`config.mk`:
```
export PLATFORM = sky130hd
export DESIGN_NAME = muldiv_sequencer
export DESIGN_NICKNAME = d
export VERILOG_FILES = /design/src/rtl/muldiv_pkg.sv /design/src/rtl/muldiv_core.sv /design/src/rtl/muldiv_sequencer.sv
export SDC_FILE = /design/constraint.sdc
export NUM_CORES = 1
export LEC_CHECK = 0
export CORE_MARGIN = 2
export CORE_UTILIZATION = 61
export CTS_CLUSTER_SIZE = 20
export DETAILED_ROUTE_END_ITERATION = 12
export GPL_TIMING_DRIVEN = 0
export PLACE_DENSITY_LB_ADDON = 0.08
export RECOVER_POWER = 25
export REMOVE_ABC_BUFFERS = 1
export SKIP_LAST_GASP = 1
export SLEW_MARGIN = 25
export SYNTH_ARGS = -nofsm -noshare
export SYNTH_HDL_FRONTEND = slang
export SYNTH_SLANG_ARGS = --single-unit
export TNS_END_PERCENT = 5
```
`constraint.sdc`:
```
create_clock -name clk -period 5.6 [get_ports clk]
set_clock_uncertainty 0.1 [all_clocks]
set_input_delay 1.4 -clock clk [delete_from_list [all_inputs] [get_ports clk]]
set_output_delay 1.4 -clock clk [all_outputs]
set_load 0.01 [all_outputs]
```
`src/rtl/muldiv_pkg.sv`:
```
// Shared definitions for the RV32M multiply/divide sequencer: funct3 encodings,
// FSM states and the M-extension funct7 value.
package muldiv_pkg;

  localparam logic [2:0] F3_MUL    = 3'b000;
  localparam logic [2:0] F3_MULH   = 3'b001;
  localparam logic [2:0] F3_MULHSU = 3'b010;
  localparam logic [2:0] F3_MULHU  = 3'b011;
  localparam logic [2:0] F3_DIV    = 3'b100;
  localparam logic [2:0] F3_DIVU   = 3'b101;
  localparam logic [2:0] F3_REM    = 3'b110;
  localparam logic [2:0] F3_REMU   = 3'b111;

  localparam logic [6:0] M_FUNCT7 = 7'b0000001;

  typedef enum logic [1:0] {
    IDLE = 2'd0,
    BUSY = 2'd1,
    DONE = 2'd2
  } state_t;

endpackage

```
`src/rtl/muldiv_core.sv`:
```
// Datapath for unsigned shift-add multiply and restoring divide on operand magnitudes.
// hi/lo hold partial product + multiplier, or partial remainder + quotient.
module muldiv_core #(
  parameter int WIDTH = 32
) (
  input  logic             clk,
  input  logic             rst,
  input  logic             load,
  input  logic             step,
  input  logic             mode,
  input  logic [WIDTH-1:0] a_mag,
  input  logic [WIDTH-1:0] b_mag,
  output logic [WIDTH-1:0] hi_next,
  output logic [WIDTH-1:0] lo_next
);

  logic [WIDTH-1:0] hi_reg;
  logic [WIDTH-1:0] lo_reg;
  logic [WIDTH-1:0] b_reg;
  logic [WIDTH:0]   add_sum;
  logic [WIDTH:0]   shifted;
  logic [WIDTH:0]   diff;

  always_comb begin
    add_sum = {1'b0, hi_reg} + (lo_reg[0] ? {1'b0, b_reg} : '0);
    shifted = {hi_reg, lo_reg[WIDTH-1]};
    diff    = shifted - {1'b0, b_reg};
    hi_next = add_sum[WIDTH:1];
    lo_next = {add_sum[0], lo_reg[WIDTH-1:1]};
    if (mode) begin
      // diff[WIDTH] set means the trial subtraction went negative: restore
      if (!diff[WIDTH]) begin
        hi_next = diff[WIDTH-1:0];
        lo_next = {lo_reg[WIDTH-2:0], 1'b1};
      end else begin
        hi_next = shifted[WIDTH-1:0];
        lo_next = {lo_reg[WIDTH-2:0], 1'b0};
      end
    end
  end

  always_ff @(posedge clk) begin
    if (rst) begin
      hi_reg <= '0;
      lo_reg <= '0;
      b_reg  <= '0;
    end else if (load) begin
      hi_reg <= '0;
      lo_reg <= a_mag;
      b_reg  <= b_mag;
    end else if (step) begin
      hi_reg <= hi_next;
      lo_reg <= lo_next;
    end
  end

endmodule

```
`src/rtl/muldiv_sequencer.sv`:
```
// Iterative RV32M multiply/divide unit: FSM, counter, sign handling and special cases.
// Optional MULDIV_FASTPATH_EN completes trivial operations (x/0, overflow, mul by 0) in one cycle.
module muldiv_sequencer
  import muldiv_pkg::*;
#(
  parameter  int WIDTH = 32,
  localparam int CNT_W = $clog2(WIDTH)
) (
  input  logic             clk,
  input  logic             rst,
  input  logic             start,
  input  logic             flush,
  input  logic [2:0]       funct3,
  input  logic [WIDTH-1:0] op_a,
  input  logic [WIDTH-1:0] op_b,
  output logic             stall,
  output logic             busy,
  output logic             result_valid,
  output logic [WIDTH-1:0] result
);

  localparam logic [WIDTH-1:0] MIN_NEG = {1'b1, {(WIDTH-1){1'b0}}};
  localparam logic [CNT_W-1:0] LAST    = CNT_W'(WIDTH-1);

  state_t           state_reg, state_next;
  logic [CNT_W-1:0] count_reg;
  logic [2:0]       f3_reg;
  logic             neg_a_reg, neg_b_reg, b_zero_reg, ovf_reg;
  logic [WIDTH-1:0] result_reg;

  logic             signed_a, signed_b, neg_a_in, neg_b_in, b_zero_in, ovf_in;
  logic [WIDTH-1:0] a_mag, b_mag, hi_next, lo_next;
  logic             accept, last_step, fast_hit, result_load;
  logic [WIDTH-1:0] fast_value, final_value, result_value;
  logic [2*WIDTH-1:0] prod, prod_c;

  always_comb begin
    signed_a  = (funct3 == F3_MULH) || (funct3 == F3_MULHSU) ||
                (funct3 == F3_DIV)  || (funct3 == F3_REM);
    signed_b  = (funct3 == F3_MULH) || (funct3 == F3_DIV) || (funct3 == F3_REM);
    neg_a_in  = signed_a & op_a[WIDTH-1];
    neg_b_in  = signed_b & op_b[WIDTH-1];
    a_mag     = neg_a_in ? -op_a : op_a;
    b_mag     = neg_b_in ? -op_b : op_b;
    b_zero_in = (op_b == '0);
    ovf_in    = ((funct3 == F3_DIV) || (funct3 == F3_REM)) &&
                (op_a == MIN_NEG) && (op_b == '1);
    accept    = (state_reg == IDLE) && start && !flush;
    last_step = (state_reg == BUSY) && !flush && (count_reg == LAST);
  end

`ifdef MULDIV_FASTPATH_EN
  always_comb begin
    fast_hit = funct3[2] ? (b_zero_in || ovf_in) : ((op_a == '0) || (op_b == '0));
    fast_value = '0;
    if (funct3 == F3_DIV || funct3 == F3_DIVU)
      fast_value = b_zero_in ? '1 : MIN_NEG;
    else if (funct3 == F3_REM || funct3 == F3_REMU)
      fast_value = b_zero_in ? op_a : '0;
  end
`else
  always_comb begin
    fast_hit   = 1'b0;
    fast_value = '0;
  end
`endif

  // Corrected result from the values the core is about to register on its final step.
  always_comb begin
    prod   = {hi_next, lo_next};
    prod_c = (neg_a_reg ^ neg_b_reg) ? -prod : prod;
    case (f3_reg)
      F3_MUL:              final_value = prod_c[WIDTH-1:0];
      F3_MULH, F3_MULHSU,
      F3_MULHU:            final_value = prod_c[2*WIDTH-1:WIDTH];
      F3_DIV, F3_DIVU: begin
        if (b_zero_reg)   final_value = '1;
        else if (ovf_reg) final_value = MIN_NEG;
        else              final_value = (neg_a_reg ^ neg_b_reg) ? -lo_next : lo_next;
      end
      // With a zero divisor every step shifts the dividend into hi unchanged, so rem = op_a
      default:             final_value = ovf_reg ? '0 : (neg_a_reg ? -hi_next : hi_next);
    endcase
    result_load  = last_step || (accept && fast_hit);
    result_value = (state_reg == IDLE) ? fast_value : final_value;
  end

  always_comb begin
    state_next = state_reg;
    case (state_reg)
      IDLE: if (accept) state_next = fast_hit ? DONE : BUSY;
      BUSY: begin
        if (flush)                  state_next = IDLE;
        else if (count_reg == LAST) state_next = DONE;
      end
      DONE:    state_next = IDLE;
      default: state_next = IDLE;
    endcase
    stall = !flush && (((state_reg == IDLE) && start) || (state_reg == BUSY));
  end

  always_ff @(posedge clk) begin
    if (rst) begin
      state_reg  <= IDLE;
      count_reg  <= '0;
      f3_reg     <= '0;
      neg_a_reg  <= 1'b0;
      neg_b_reg  <= 1'b0;
      b_zero_reg <= 1'b0;
      ovf_reg    <= 1'b0;
      result_reg <= '0;
    end else begin
      state_reg <= state_next;
      if (accept) begin
        count_reg  <= '0;
        f3_reg     <= funct3;
        neg_a_reg  <= neg_a_in;
        neg_b_reg  <= neg_b_in;
        b_zero_reg <= b_zero_in;
        ovf_reg    <= ovf_in;
      end else if (state_reg == BUSY) begin
        count_reg <= count_reg + 1'b1;
      end
      if (result_load) result_reg <= result_value;
    end
  end

  muldiv_core #(.WIDTH(WIDTH)) u_core (
    .clk     (clk),
    .rst     (rst),
    .load    (accept),
    .step    (state_reg == BUSY),
    .mode    (f3_reg[2]),
    .a_mag   (a_mag),
    .b_mag   (b_mag),
    .hi_next (hi_next),
    .lo_next (lo_next)
  );

  assign busy         = (state_reg == BUSY);
  assign result_valid = (state_reg == DONE);
  assign result       = result_reg;

endmodule

```
After elaboration in Yosys (flattened, before gate mapping)
Index checks and enable logic that the tools add are counted.
W data, S select, Z words.
Storage, ports and cells
  register bits after elaboration: 142
  input bits: 71
  output and inout bits: 35
  logic and storage cells: 82
Operators by class
  bitwise logic cells: 3
  equal/unequal tests: 16
  reductions and logical operators: 23
  add/sub/neg operators: 8
  muxes and demuxes: 21
Operators by type and width (count)
  $mux W32: 14
  $neg A32 Y32: 4
  $pmux W32 S3: 1
  $eq A32 B32 Y1 const B: 2
  $mux W64: 1
  $neg A64 Y64: 1
  $add A32 B33 Y33: 1
  $sub A33 B32 Y33: 1
  $logic_not A32 Y1: 1
  $eq A3 B3 Y1 const B: 4
  $eq A3 B2 Y1 const B: 3
  $logic_and A1 B1 Y1: 7
  $logic_or A1 B1 Y1: 7
  $eq A3 B1 Y1 const B: 2
  $mux W2: 3
  $add A5 B1 Y5 const B: 1
  $eq A5 B5 Y1 const B: 1
  $pmux W2 S2: 1
  $reduce_or A2 Y1: 2
  $logic_not A3 Y1: 1
  $ne A3 B2 Y1 const B: 1
  $reduce_or A3 Y1: 1
  $and A1 B1 Y1: 2
  $eq A2 B1 Y1 const B: 1
  8 further kinds: 8

Logic depth before layout (Yosys ltp)
Gate-level depths: netlist (run 1).
  depth after elaboration: 9
  depth in mapped cells: 23
  depth with buffers taken out: 21

Modules after synthesis
From an unflattened synthesis (run 1), not the netlist that was laid out.
Unflattened totals
  cell total of the unflattened synthesis: 2039
  area, all modules: 14649.0 µm²
By module, submodules not included
  muldiv_core: instances 1, area an instance 8647.0 µm², cells each 1164, seq. area each 1921.8 µm²
  muldiv_sequencer: instances 1, area an instance 6002.0 µm², cells each 875, seq. area each 920.9 µm²

Worst setup path after synthesis (run 1)
No wires, ideal clock.
  path kind: reg-to-reg
  start point: register u_core.lo_reg[31]
  end point: register result_reg[20], in the netlist result[20]
  buffers on the path: 1
  arrival: 4305 ps
  stages on the path, launching flop included: 23
  path slack: 1078 ps
  required time: 5383 ps
  setup time: 117 ps
  cell sequence: dfxtp_1 inv_1 ha_1 inv_1 fa_1 a211oi_1 o211ai_2 nand4_1 a21boi_1 nor3_2 nor2_1 buf_2 a21oi_1 ha_1 nand4_1 nor2_1 nand4_1 nor3_1 nand4_1 o31ai_1 xor2_1 o221ai_1 a32o_1
Between the ends
  word-level cells in the longest chain between the ends: 9
  elaborated cells on any way between the ends: 16
RTL lines
  start, declared: line muldiv_core.sv:18  | logic [WIDTH-1:0] lo_reg;
  start signal, assigned: line muldiv_core.sv:49  | lo_reg <= a_mag;
  start signal, assigned: line muldiv_core.sv:53  | lo_reg <= lo_next;
  $sub A33 B32 Y33: line muldiv_core.sv:27  | diff = shifted - {1'b0, b_reg};
  $mux W1: line muldiv_core.sv:32  | if (!diff[WIDTH]) begin
  $mux W32: line muldiv_core.sv:30  | if (mode) begin
  $neg A32 Y32: line muldiv_sequencer.sv:79  | else final_value = (neg_a_reg ^ neg_b_reg) ? -lo_next : lo_next;
  $mux W32: line muldiv_sequencer.sv:79
  $mux W32: line muldiv_sequencer.sv:78  | else if (ovf_reg) final_value = MIN_NEG;
  $mux W32: line muldiv_sequencer.sv:77  | if (b_zero_reg) final_value = '1;
  $pmux W32 S3 (*): line muldiv_sequencer.sv:72  | case (f3_reg)
  $mux W32 (*): line muldiv_sequencer.sv:85  | result_value = (state_reg == IDLE) ? fast_value : final_value;
  end signal, assigned: line muldiv_sequencer.sv:124  | if (result_load) result_reg <= result_value;
  end, declared: line muldiv_sequencer.sv:29  | logic [WIDTH-1:0] result_reg;
Mark *: on every way between the ends. The rest lies on a longest branch, timed or not.
A chain may end at the register's enable or synchronous reset.

Worst setup path after layout (run 1)
Ends and elaborated chain as after synthesis.

==> impl_results.rst, run 1 <==
.. list-table::
   :header-rows: 1

   * - Metric
     - Value
   * - Initial detailed-routing violation count
     - 1,899
   * - Hold crit path type
     - flop to flop
   * - Maximum vdd drop
     - 0.1545 mV
   * - Tightest slew margin relative to the limit
     - -6.759%
   * - Gate count of the mapped netlist
     - 2,102
   * - Post-synth EDFFs
     - 0
   * - Main synth FF type
     - dfxtp_1
   * - Initial DRT Pass Iterations
     - 6
   * - Largest net degree at the start of global routing
     - approximately 90
   * - Buffers on Ports
     - between 100 and 150
   * - Routed WL
     - 53,150 um
   * - Outcome
     - finished, violations left
   * - Data required time of the worst path
     - between 5000 and 6000 ps
   * - Slew at the pin with the worst max-slew slack
     - 1601 ps
   * - Die H
     - 161.5 um
   * - CTS sink cnt
     - around 140
   * - CP max-delay cell
     - dfxtp_1
   * - TritonCTS clock tree
     - built
   * - Sum of overflow across all layers after global routing
     - 0
   * - Maximum buffer depth of the clock tree
     - 2
   * - Fraction of final layout cells sized beyond drive strength 1
     - under 10%
   * - Area of all placed cells without fillers
     - 17,190 um2
   * - Number of antenna violations at the first check in global routing
     - 0
   * - Number of synthesized register bits
     - between 100 and 150
   * - Crit path max fanout
     - 11
   * - Kind of capture point of the worst setup path
     - flop
   * - Sequential-to-total area share from yosys stat
     - 18.79%
   * - CTS H-Tree Depth
     - 4
   * - Via count
     - 16,920
   * - Remaining design rule violation count
     - 0
   * - Number of buffers added by the clock tree synthesis step
     - 17
   * - Synthesized area per cell
     - 7.197 um2
   * - WL/cell
     - 21.55 um
   * - Post-route minimum period
     - around 5700 ps
   * - Routability congestion estimate from global placement
     - 1.019
   * - Routed via count divided by cell count
     - around 6.9
   * - Final Slew Violations
     - 32
   * - Hpwl dp
     - 39,450 um
   * - Clk slew on worst S/H paths
     - 80 ps
   * - Cell area power density
     - approximately 220 nW/um2
   * - I/O pin count
     - ~110
   * - Nets@finish
     - 2,274
   * - Violated checks
     - capacitance limit, slew limit, setup timing
   * - Count of antenna-violating nets left after detailed routing
     - 0
   * - Floorplan die area
     - 26,080 um2
   * - Area added between synthesis and finish
     - 13.61%
   * - Max Clock Freq
     - 175.4 MHz
   * - Reported leakage power
     - 6.302 nW
   * - Area of the placeable core
     - 24,320 um2
   * - Worst R2R Setup Slack
     - -100 ps
   * - Cell repeated most along the worst path
     - nand4_1
   * - # fillers
     - ~2,100
   * - Clock tree root driver cell
     - clkbuf_16
   * - Setup repair after global routing missed its margin
     - true
   * - Cells along the critical path
     - inv_1 > ha_1 > inv_1 > fa_1 > a211oi_2 > o211ai_2 > nand4_1 > a21boi_4 > buf_12 > nor3_4 > nor2_4 > a21oi_2 > ha_2 > nand4_1 > nor2_4 > nand4_1 > nor3_1 > nand4_1 > o31ai_1 > xor2_1 > o221ai_1 > a32o_1
   * - Gr usage total
     - 39.44%
   * - Synth warn
     - 0
   * - Final Hold Vio Count
     - 0
   * - Hold buffer count at cts
     - 0
   * - Count of max-cap constraint violations
     - 1
   * - Period utilization
     - 101.8%
   * - Total power of the final layout
     - around 3.8 mW
   * - Worst skew pair latency
     - 460 ps
   * - Placed standard-cell area
     - 16,420 um2
   * - Type of the setup path with the least slack
     - flop to flop
   * - Post-route setup slack
     - -100.4 ps
   * - Initial Utilization
     - about 62%
   * - Number of core rows
     - 57
   * - Async set or reset register ratio after synthesis
     - 0%
   * - Startpoint Class
     - flop
   * - Inserted Diodes
     - 0
   * - Die outline width
     - 161.5 um
   * - Worst Path Arrival
     - 5930 ps
   * - Vias in the first global route
     - 15,320
   * - Netlist area before placement
     - 15,130 um2
   * - First-pass GRT wire length
     - 82,420 um
   * - Final number of setup-violating endpoints
     - 7
   * - Highest cell delay on the worst timing path
     - 450 ps
   * - Distinct cells, synth
     - 104
## where the power goes
group          switching [mW]  internal, mW  leakage, nW
clock network           0.568         0.640        0.282
registers              0.0715          1.06         1.16
logic                   0.899         0.535         4.86
total                    1.54          2.23         6.30
## critical path, delay by kind of cell (launching register included)
kind	cells	cell delay, ps
buffers and inverters	3	310
and+or+nand+nor	8	1920
adders and majority gates	3	910
xor gates and xnor gates	1	210
AOI/OAI and AO/OA	7	1650
DFF	1	450
## synth_stat cells, types with 30 or more instances
library cell / n / area share, %
nand3_1: 44 / 1.5
o21ai_0: 102 / 3.4
xnor2_1: 100 / 5.8
nand4_1: 41 / 1.7
xor2_1: 84 / 4.9
o31ai_1: 30 / 1.5
a211oi_1: 96 / 4.8
nand2_1: 182 / 4.5
dfxtp_1: 142 / 19
nor2_1: 233 / 5.8
clkbuf_1: 101 / 2.5
and2_1: 49 / 2.0
a21oi_1: 195 / 6.5
inv_1: 63 / 1.6
ha_1: 71 / 5.9
nor3_1: 59 / 2.0
mux2i_1: 36 / 2.4
## layer usage
metal  wire [um]  track usage, %  up-vias
met2       23360           61.69      947
met1       21840           54.02     7943
li1            -               -     7861
met3        5765           6.959      166
met5           0               0        -
met4        2192           15.30        0
## cell families (layout without fill, tap and decap cells)
kind of cell             Yosys count  count (layout)  synth area share, %
AO/OA/AOI/OAI                    694             695                31.20
XOR/XNOR                         184             184                10.65
adder cells (fa/ha/maj)           73              73                6.137
buffers and inverters            204             244                5.409
flip-flops                       142             142                18.79
multiplexers                      45              45                3.052
AND/OR/NAND/NOR                  760             760                24.76
## layout by cell type (no fill, tap or decap), types with 17 or more instances in the layout
master / n
a211oi_1: 94
dlygate4sd3_1: 34
o21ai_0: 101
dfxtp_1: 138
o21ai_1: 20
nand2_1: 182
o221ai_1: 24
nor3_1: 57
inv_1: 62
nand4_1: 41
nor2b_1: 23
nor2_1: 230
and3_1: 20
a21o_1: 20
and2_1: 49
or3_1: 22
mux2i_1: 36
clkbuf_16: 17
o211ai_1: 27
xnor2_1: 99
a31oi_1: 27
nand3_1: 44
o31ai_1: 30
clkdlybuf4s50_1: 70
xor2_1: 83
a21oi_1: 194
ha_1: 70
## area by class of cell
class	instances	area, um2	area share, %
clock buffer	18	439.2	2.555
clock inverter	14	146.4	0.8517
inverter	65	249.0	1.449
multi-input combinational	1757	11650	67.79
sequential	142	2850	16.58
tap	324	405.4	2.359
timing repair buffer	147	1446	8.415
## metrics by stage
step / hold slack (ps) / cells / util (%) / setup TNS (ps) / setup slack (ps)
after floorplan: 334.2 / 1963 / - / -481610 / -6525
after detailed placement: 345.7 / 2422 / 67.52 / -10940 / -939.5
after CTS: 355.9 / 2461 / 70.29 / 0 / 8.275
after global placement: 342.0 / 2392 / 65.83 / -984730 / -13050
after global routing: 370.6 / 2467 / 70.67 / -1640 / -227.0
final: 352.1 / 2467 / 70.67 / -343.0 / -100.4
## final timing paths
check / start / endpoint / depth (start not counted)
max: u_core.lo_reg[31]$_SDFFE_PP0P_ / result[20]$_SDFFE_PP0P_ / 22
min: result[5]$_SDFFE_PP0P_ / result[5]$_SDFFE_PP0P_ / 2
max reg2reg: u_core.lo_reg[31]$_SDFFE_PP0P_ / result[20]$_SDFFE_PP0P_ / 22
min reg2reg: result[5]$_SDFFE_PP0P_ / result[5]$_SDFFE_PP0P_ / 2
## timing repair
action,CTS,global route
setup buffers,7,5
pin swaps,5,6
endpoints found under the setup margin,26,25
gates cloned,0,1
resized for setup,8,11
Note: power is estimated with default switching activity, not from simulation.
==> run 2, diff against run 1 <==
--- a/config.mk
+++ b/config.mk
@@ -17,5 +17,6 @@
 export SLEW_MARGIN = 25
 export SYNTH_ARGS = -nofsm -noshare
 export SYNTH_HDL_FRONTEND = slang
+export SYNTH_HIERARCHICAL = 1
 export SYNTH_SLANG_ARGS = --single-unit
 export TNS_END_PERCENT = 5
==> run 2 against run 1 <==
The run ends with setup timing left. Sequential share of layout area hardly changed. Clock power is essentially flat. Critical path depth shrank 1. Sequential power about the same. Synthesized area down 3.2%. Design area grew 0.59%. Final cell count decreased by 1.6%. Core utilization up 2.8 points. Critical endpoint is now result[29]$_SDFFE_PP0P_. Largest cell class unchanged. Highest routed layer unchanged.
==> impl_results.rst, run 2 <==
.. list-table::
   :header-rows: 1

   * - Metric
     - Value
   * - Leading cell types in the layout, fill and taps excluded
     - nor2_1 (234), nand2_1 (163), a21oi_1 (154)
   * - Final number of setup-violating endpoints
     - 10
   * - Main synth FF type
     - dfxtp_1
   * - Part of the total power dissipated in the clock network
     - 29.6%
   * - Worst Path Arrival
     - 6030 ps
   * - Largest net degree at the start of global routing
     - 73
   * - Clk slew on worst S/H paths
     - 70 ps
   * - Crit path max fanout
     - 8
   * - Area of the placeable core
     - between 20,000 and 25,000 um2
   * - Distinct cells, synth
     - 90
   * - Initial DRT Pass Iterations
     - 6
   * - CP max-delay cell
     - or4_4
   * - Highest cell delay on the worst timing path
     - roughly 540 ps
   * - Period utilization
     - 103.0%
   * - Type of the setup path with the least slack
     - flop to flop
   * - Area contributors post-synth
     - dfxtp_1 (19%), nor2_1 (6.3%), ha_1 (6.1%)
   * - Cells along the critical path
     - inv_2 > ha_4 > fa_2 > nand2b_4 > a21oi_4 > o2111ai_4 > a21o_1 > a2111oi_4 > buf_4 > o21a_4 > nor2_4 > buf_6 > buf_4 > o311a_4 > or4_4 > or4_1 > or4_4 > nand2_1 > xor2_1 > o32a_1 > a311oi_1
   * - Die H
     - 159.0 um
   * - Nets@finish
     - 2,239
   * - Sequential fraction of design power
     - a little over a quarter
   * - Internal power of the cells
     - 2.392 mW
   * - Maximum buffer depth of the clock tree
     - 2
   * - Sum of overflow across all layers after global routing
     - 0
   * - Floorplan die area
     - 25,270 um2
   * - CTS sink cnt
     - 142
   * - Buf+Inv Stages, Crit Path
     - 4
   * - Data required time of the worst path
     - roughly 5900 ps
   * - Final Hold Vio Count
     - 0
   * - Routability congestion estimate from global placement
     - approximately 0.99
   * - Cell family with most CP delay
     - compound AO/OA/AOI/OAI gates
   * - Violated checks
     - setup timing
   * - Post-route minimum period
     - 5767 ps
   * - Hold Startpoint
     - count_reg[4]$_SDFFE_PP0P_
   * - Number of core rows
     - between 50 and 60
   * - Gate count of the mapped netlist
     - 2,039
   * - Synth warn
     - 6
   * - Worst-case setup slack after placement
     - -1714 ps
   * - Remaining design rule violation count
     - 0
   * - Via count
     - between 15,000 and 20,000
   * - Initial detailed-routing violation count
     - about 2,200
   * - Number of synthesized register bits
     - 142
   * - Synthesized area per cell
     - about 7.2 um2
   * - Routed via count divided by cell count
     - 6.800
   * - Clock tree root driver cell
     - clkbuf_16
   * - Area added between synthesis and finish
     - 18.02%
   * - Post-synth EDFFs
     - 0
   * - Final Slew Violations
     - 0
   * - Number of buffers added by the clock tree synthesis step
     - 17
   * - Routed WL
     - about 53,000 um
   * - Count of antenna-violating nets left after detailed routing
     - 0
   * - Fraction of final layout cells sized beyond drive strength 1
     - 11.81%
   * - Kind of capture point of the worst setup path
     - flop
   * - Number of antenna violations at the first check in global routing
     - 0
   * - Setup repair after global routing missed its margin
     - true
   * - Slew at the pin with the worst max-slew slack
     - around 1200 ps
   * - Origin of the worst setup path
     - u_core/lo_reg[31]$_SDFFE_PP0P_
   * - Cell area power density
     - 235.8 nW/um2
   * - Gr usage total
     - 40.40%
   * - Most area-hungry cell type in the Yosys netlist
     - dfxtp_1
   * - Max Clock Freq
     - 173.4 MHz
   * - Placed instance count
     - 2,353
   * - Netlist area before placement
     - 14,650 um2
   * - I/O pin count
     - around 110
   * - Total power of the final layout
     - 4.078 mW
   * - First-pass GRT wire length
     - between 80,000 and 90,000 um
   * - Post-route setup slack
     - -166.5 ps
   * - Post-synth top cells
     - nor2_1 (247), nand2_1 (167), a21oi_1 (161), dfxtp_1 (142), o21ai_0 (130)
   * - Switching Share
     - 41.33%
   * - Outcome
     - finished, violations left
   * - Sequential-to-total area share from yosys stat
     - 19.41%
   * - Most used standard cell by instance count after synthesis
     - nor2_1
   * - Reported leakage power
     - about 6.8 nW
   * - Tightest slew margin relative to the limit
     - approximately a fifth
   * - Top cell type's share of synthesized area
     - about a fifth
   * - Vias in the first global route
     - ~15,000
   * - Worst skew pair latency
     - around 450 ps
   * - Switching pwr
     - 1.685 mW
   * - Initial Utilization
     - between 60% and 70%
   * - Async set or reset register ratio after synthesis
     - 0%
   * - Portion of total power attributed to combinational logic
     - 43.1%
   * - Count of max-cap constraint violations
     - 0
   * - WL/cell
     - 21.72 um
   * - Hold crit path type
     - flop to flop
   * - Die outline width
     - 159.0 um
   * - Maximum vdd drop
     - 0.1587 mV
   * - Hpwl dp
     - 37,810 um
   * - Finished Core Util
     - 73.44%
   * - TritonCTS clock tree
     - built
   * - Hold buffer count at cts
     - 0
   * - Buffers on Ports
     - around 110
   * - CTS H-Tree Depth
     - 4
   * - Worst hold slack across all endpoints
     - approximately 370 ps
   * - Reg-to-reg startpoint
     - u_core/lo_reg[31]$_SDFFE_PP0P_
   * - Most common library cell in the layout ignoring fill and taps
     - nor2_1
   * - Count of non-filler cells in the finished layout
     - 2,428
   * - Startpoint Class
     - flop
run 2: cell count changes after synthesis, sizes merged, moves of 13 or more:
| cell | before | now |
|---|---|---|
| nand4 | 41 | 22 |
| o21ai | 127 | 143 |
| o221ai | 24 | 2 |
| nor2 | 233 | 248 |
| a211oi | 98 | 30 |
| nor4 | 19 | 32 |
| buf | 38 | 22 |
| mux2 | 9 | 31 |
| or3 | 22 | 53 |
| nand2 | 182 | 168 |
| a21oi | 200 | 162 |
| o211ai | 28 | 13 |
run 2: cell families after synthesis:
group	count (synthesis)	synth area share, %
compound gates	594	26.60
xor+xnor	186	11.12
fa+ha+maj	73	6.338
buf+inv	191	5.184
flops	142	19.41
mux	71	5.116
simple gates	782	26.24
run 2: worst paths after layout:
| path | endpoint | slack [ps] | cells past startpoint |
|---|---|---|---|
| worst min register to register | count_reg[4]$_SDFFE_PP0P_ | 370 | 2 |
| worst min-delay path | count_reg[4]$_SDFFE_PP0P_ | 370 | 2 |
| worst max register to register | result[29]$_SDFFE_PP0P_ | -170 | 21 |
| worst max-delay path | result[29]$_SDFFE_PP0P_ | -170 | 21 |
run 2: what timing repair did:
item	4_1_cts	5_1_grt
pin swaps	19	29
setup buffers	23	18
resized for setup	66	47
setup endpoints to repair	32	25
run 2: layer usage:
| layer | global-route usage, % | routed length, um |
|---|---|---|
| met2 | 61.69 | 22450 |
| met1 | 54.40 | 21490 |
| met5 | 0 | 0 |
| met3 | 9.091 | 6073 |
| met4 | 18.68 | 2711 |
run 2: worst reg2reg max path, cell delays in order, from the launching register on:
cell and delay, ps:
dfxtp_2 340, inv_2 60, ha_4 160, fa_2 380
nand2b_4 160, a21oi_4 240, o2111ai_4 160, a21o_1 270
a2111oi_4 290, buf_4 210, o21a_4 240, nor2_4 120
buf_6 190, buf_4 160, o311a_4 410, or4_4 540
or4_1 490, or4_4 440, nand2_1 100, xor2_1 80
o32a_1 300, a311oi_1 230
run 2: power by group through the flow:
stage | clock (mW) | combinational, mW | sequential, mW
final | 1.21 | 1.76 | 1.11
after global routing | 1.24 | 1.87 | 1.12
after CTS | 1.20 | 1.60 | 1.11
after detailed placement | 0 | 1.46 | 1.13
after global placement | 0 | 1.42 | 1.14
after floorplan | 0 | 1.01 | 1.11
run 2: layout make-up:
class,count,area [um2]
antenna,1,2.502
multi-input combinational,1706,11600
sequential,142,2860
clock buffer,19,452.9
clock inverter,13,138.9
fill,1974,6254
tap,319,399.1
timing repair buffer,157,1558
inverter,71,272.8
run 2: stage by stage:
stage          cell area (um2)  TNS (ps)
4_1_cts                  16930     -1510
3_3_place_gp             15610   -166760
5_1_grt                  17290     -2692
3_5_place_dp             15880    -33490
2_1_floorplan            14160     -2769
6_report                 17290    -691.1
==> run 3, diff against run 2 <==
--- a/config.mk
+++ b/config.mk
@@ -6,9 +6,10 @@
 export NUM_CORES = 1
 export LEC_CHECK = 0
 export CORE_MARGIN = 2
-export CORE_UTILIZATION = 61
+export CORE_UTILIZATION = 65
 export CTS_CLUSTER_SIZE = 20
 export DETAILED_ROUTE_END_ITERATION = 12
+export DONT_BUFFER_PORTS = 1
 export GPL_TIMING_DRIVEN = 0
 export PLACE_DENSITY_LB_ADDON = 0.08
 export RECOVER_POWER = 25
==> run 3 against run 2 <==
Sequential share of layout area rose by 0.93 points. Power rose by 1.5%. Non-clock buffer count fell by 96. The flow still finishes with violations (setup timing). First-iteration DRC count rose by 0.74%. Register-to-register slack improved by 40 ps. Critical endpoint is now result[24]$_SDFFE_PP0P_. Worst setup slack improved by 38 ps. Combinational power barely moved. Global-route usage rose by 2.3 points. Largest power group unchanged. Die area fell by 6.0%.
==> impl_results.rst, run 3 (synthesis results as in run 2) <==
.. list-table::
   :header-rows: 1

   * - Metric
     - Value
   * - CTS H-Tree Depth
     - 4
   * - CTS sink cnt
     - between 100 and 150
   * - FF+latch area
     - 2863 um2
   * - Final number of setup-violating endpoints
     - 10
   * - Hpwl dp
     - about 37,000 um
   * - Count of max-cap constraint violations
     - 0
   * - Outcome
     - finished, violations left
   * - Kind of capture point of the worst setup path
     - flop
   * - Routability congestion estimate from global placement
     - about 0.99
   * - Post-route setup slack
     - -128.1 ps
   * - Routed WL
     - 52,350 um
   * - Internal power of the cells
     - between 2 and 3 mW
   * - Sum of overflow across all layers after global routing
     - 0
   * - Fraction of final layout cells sized beyond drive strength 1
     - ~12%
   * - Initial detailed-routing violation count
     - 2,183
   * - Part of the total power dissipated in the clock network
     - 30.9%
   * - Reported leakage power
     - 6.319 nW
   * - Maximum vdd drop
     - 0.2157 mV
   * - Routed via count divided by cell count
     - 7.042
   * - Floorplan die area
     - 23,750 um2
   * - Clock tree root driver cell
     - clkbuf_16
   * - Portion of total power attributed to combinational logic
     - 42.2%
   * - Leading cell types in the layout, fill and taps excluded
     - nor2_1 (235), nand2_1 (165), a21oi_1 (152)
   * - Worst Path Arrival
     - 5960 ps
   * - Die H
     - 154.1 um
   * - Number of antenna violations at the first check in global routing
     - 0
   * - Number of buffers added by the clock tree synthesis step
     - 17
   * - Placed instance count
     - 2,208
   * - Hold crit path type
     - flop to flop
   * - WL/cell
     - 22.84 um
   * - Placed standard-cell area
     - 14,760 um2
   * - Max Clock Freq
     - 174.6 MHz
   * - Buffers on Ports
     - 0
   * - Die outline width
     - about 150 um
   * - First-pass GRT wire length
     - just over 80,000 um
   * - Nets@finish
     - 2,143
   * - # fillers
     - 1,750
   * - Violated checks
     - setup timing
   * - Data required time of the worst path
     - 5830 ps
   * - Count of non-filler cells in the finished layout
     - 2,292
   * - Switching pwr
     - 1.633 mW
   * - Crit path max fanout
     - 7
   * - Largest net degree at the start of global routing
     - 99
   * - Worst skew pair latency
     - 440 ps
   * - Final Hold Vio Count
     - 0
   * - Clk slew on worst S/H paths
     - around 70 ps
   * - Area of all placed cells without fillers
     - 16,380 um2
   * - Count of antenna-violating nets left after detailed routing
     - 0
   * - Setup repair after global routing missed its margin
     - true
   * - TritonCTS clock tree
     - built
   * - Slew at the pin with the worst max-slew slack
     - 1248 ps
   * - Remaining design rule violation count
     - 0
   * - Sequential fraction of design power
     - a little over a quarter
   * - Maximum buffer depth of the clock tree
     - 2
   * - Most common library cell in the layout ignoring fill and taps
     - nor2_1
   * - Area used by multi-input combinational logic
     - roughly 12,000 um2
   * - Initial DRT Pass Iterations
     - 7
   * - Post-route minimum period
     - 5728 ps
   * - Area added between synthesis and finish
     - 11.84%
   * - Type of the setup path with the least slack
     - flop to flop
   * - Period utilization
     - 102.3%
   * - I/O pin count
     - around 110
   * - Initial Utilization
     - 66.71%
   * - Area of the placeable core
     - ~22,000 um2
   * - Vias in the first global route
     - approximately 15,000
   * - Gr usage total
     - 42.65%
   * - Via count
     - 16,140
   * - Switching Share
     - 39.47%
   * - Cell area power density
     - 252.6 nW/um2
   * - Final Slew Violations
     - 0
   * - Startpoint Class
     - flop
   * - Tightest slew margin relative to the limit
     - 16.46%
   * - Inserted Diodes
     - 0
   * - Number of core rows
     - 54
[run 3: worst max-delay path: stages, from the launching register on]
cell       delay [ps]
dfxtp_2           340
inv_2              60
ha_4              170
fa_2              350
nand2b_4          160
a21oi_4           200
o2111ai_4         190
a21o_1            280
a2111oi_4         290
buf_4             200
buf_4             130
nor3_4             40
buf_12            160
buf_6             130
a211o_1           290
o211ai_1          140
nand2_2           150
or4_4             440
or4b_4            560
or3_4             440
o41ai_4           250
xnor2_1           110
a221oi_2          340
nor4_2             80
[run 3: final timing paths]
path	from	endpoint	cells after the start	slack, ps
worst min register to register	count_reg[4]$_SDFFE_PP0P_	count_reg[4]$_SDFFE_PP0P_	2	370
worst min-delay path	count_reg[4]$_SDFFE_PP0P_	count_reg[4]$_SDFFE_PP0P_	2	370
worst max register to register	u_core/lo_reg[31]$_SDFFE_PP0P_	result[24]$_SDFFE_PP0P_	23	-130
worst max-delay path	u_core/lo_reg[31]$_SDFFE_PP0P_	result[24]$_SDFFE_PP0P_	23	-130
[run 3: through the flow]
| stage | power [mW] | setup slack, ps | utilization [%] | TNS, ps | hold slack (ps) |
|---|---|---|---|---|---|
| final | 4.138 | -128.1 | 74.61 | -534.5 | 372.1 |
| after global routing | 4.274 | -247.8 | 74.61 | -2047 | 396.4 |
| after CTS | 3.936 | 5.505 | 72.80 | 0 | 372.8 |
| after detailed placement | 2.507 | -1648 | 67.22 | -32140 | 363.6 |
| after global placement | 2.475 | -2479 | 66.06 | -111450 | 350.0 |
| after floorplan | 2.123 | -440.0 | - | -2769 | 340.6 |
[run 3: final cells by class]
type / instances / share of cell area [%]
Clock buffer: 18 / 2.681
Clock inverter: 14 / 1.252
Inverter: 71 / 1.680
Multi-Input combinational cell: 1706 / 71.02
Sequential cell: 142 / 17.47
Tap cell: 280 / 2.138
Timing Repair Buffer: 61 / 3.757
[run 3: timing repair]
item / 4_1_cts / 5_1_grt
pin swaps: 23 / 27
gates resized for setup: 74 / 44
cloned: 0 / 1
endpoints found under the hold margin: 0 / 0
setup buffers: 31 / 19
setup endpoints to repair: 32 / 20
hold buffers: 0 / 0
[run 3: power by group through the flow]
stage / Sequential [mW] / Clock [mW] / Combinational [mW]
6_report: 1.11 / 1.28 / 1.75
5_1_grt: 1.12 / 1.32 / 1.84
4_1_cts: 1.11 / 1.28 / 1.55
3_5_place_dp: 1.13 / 0 / 1.37
3_3_place_gp: 1.14 / 0 / 1.34
2_1_floorplan: 1.11 / 0 / 1.01
[run 3: layer usage]
layer | global-route usage, % | share of wire (%)
met3 | 10.51 | 12
met2 | 64.77 | 42
met4 | 19.14 | 5.1
met5 | 0 | 0
met1 | 57.25 | 40
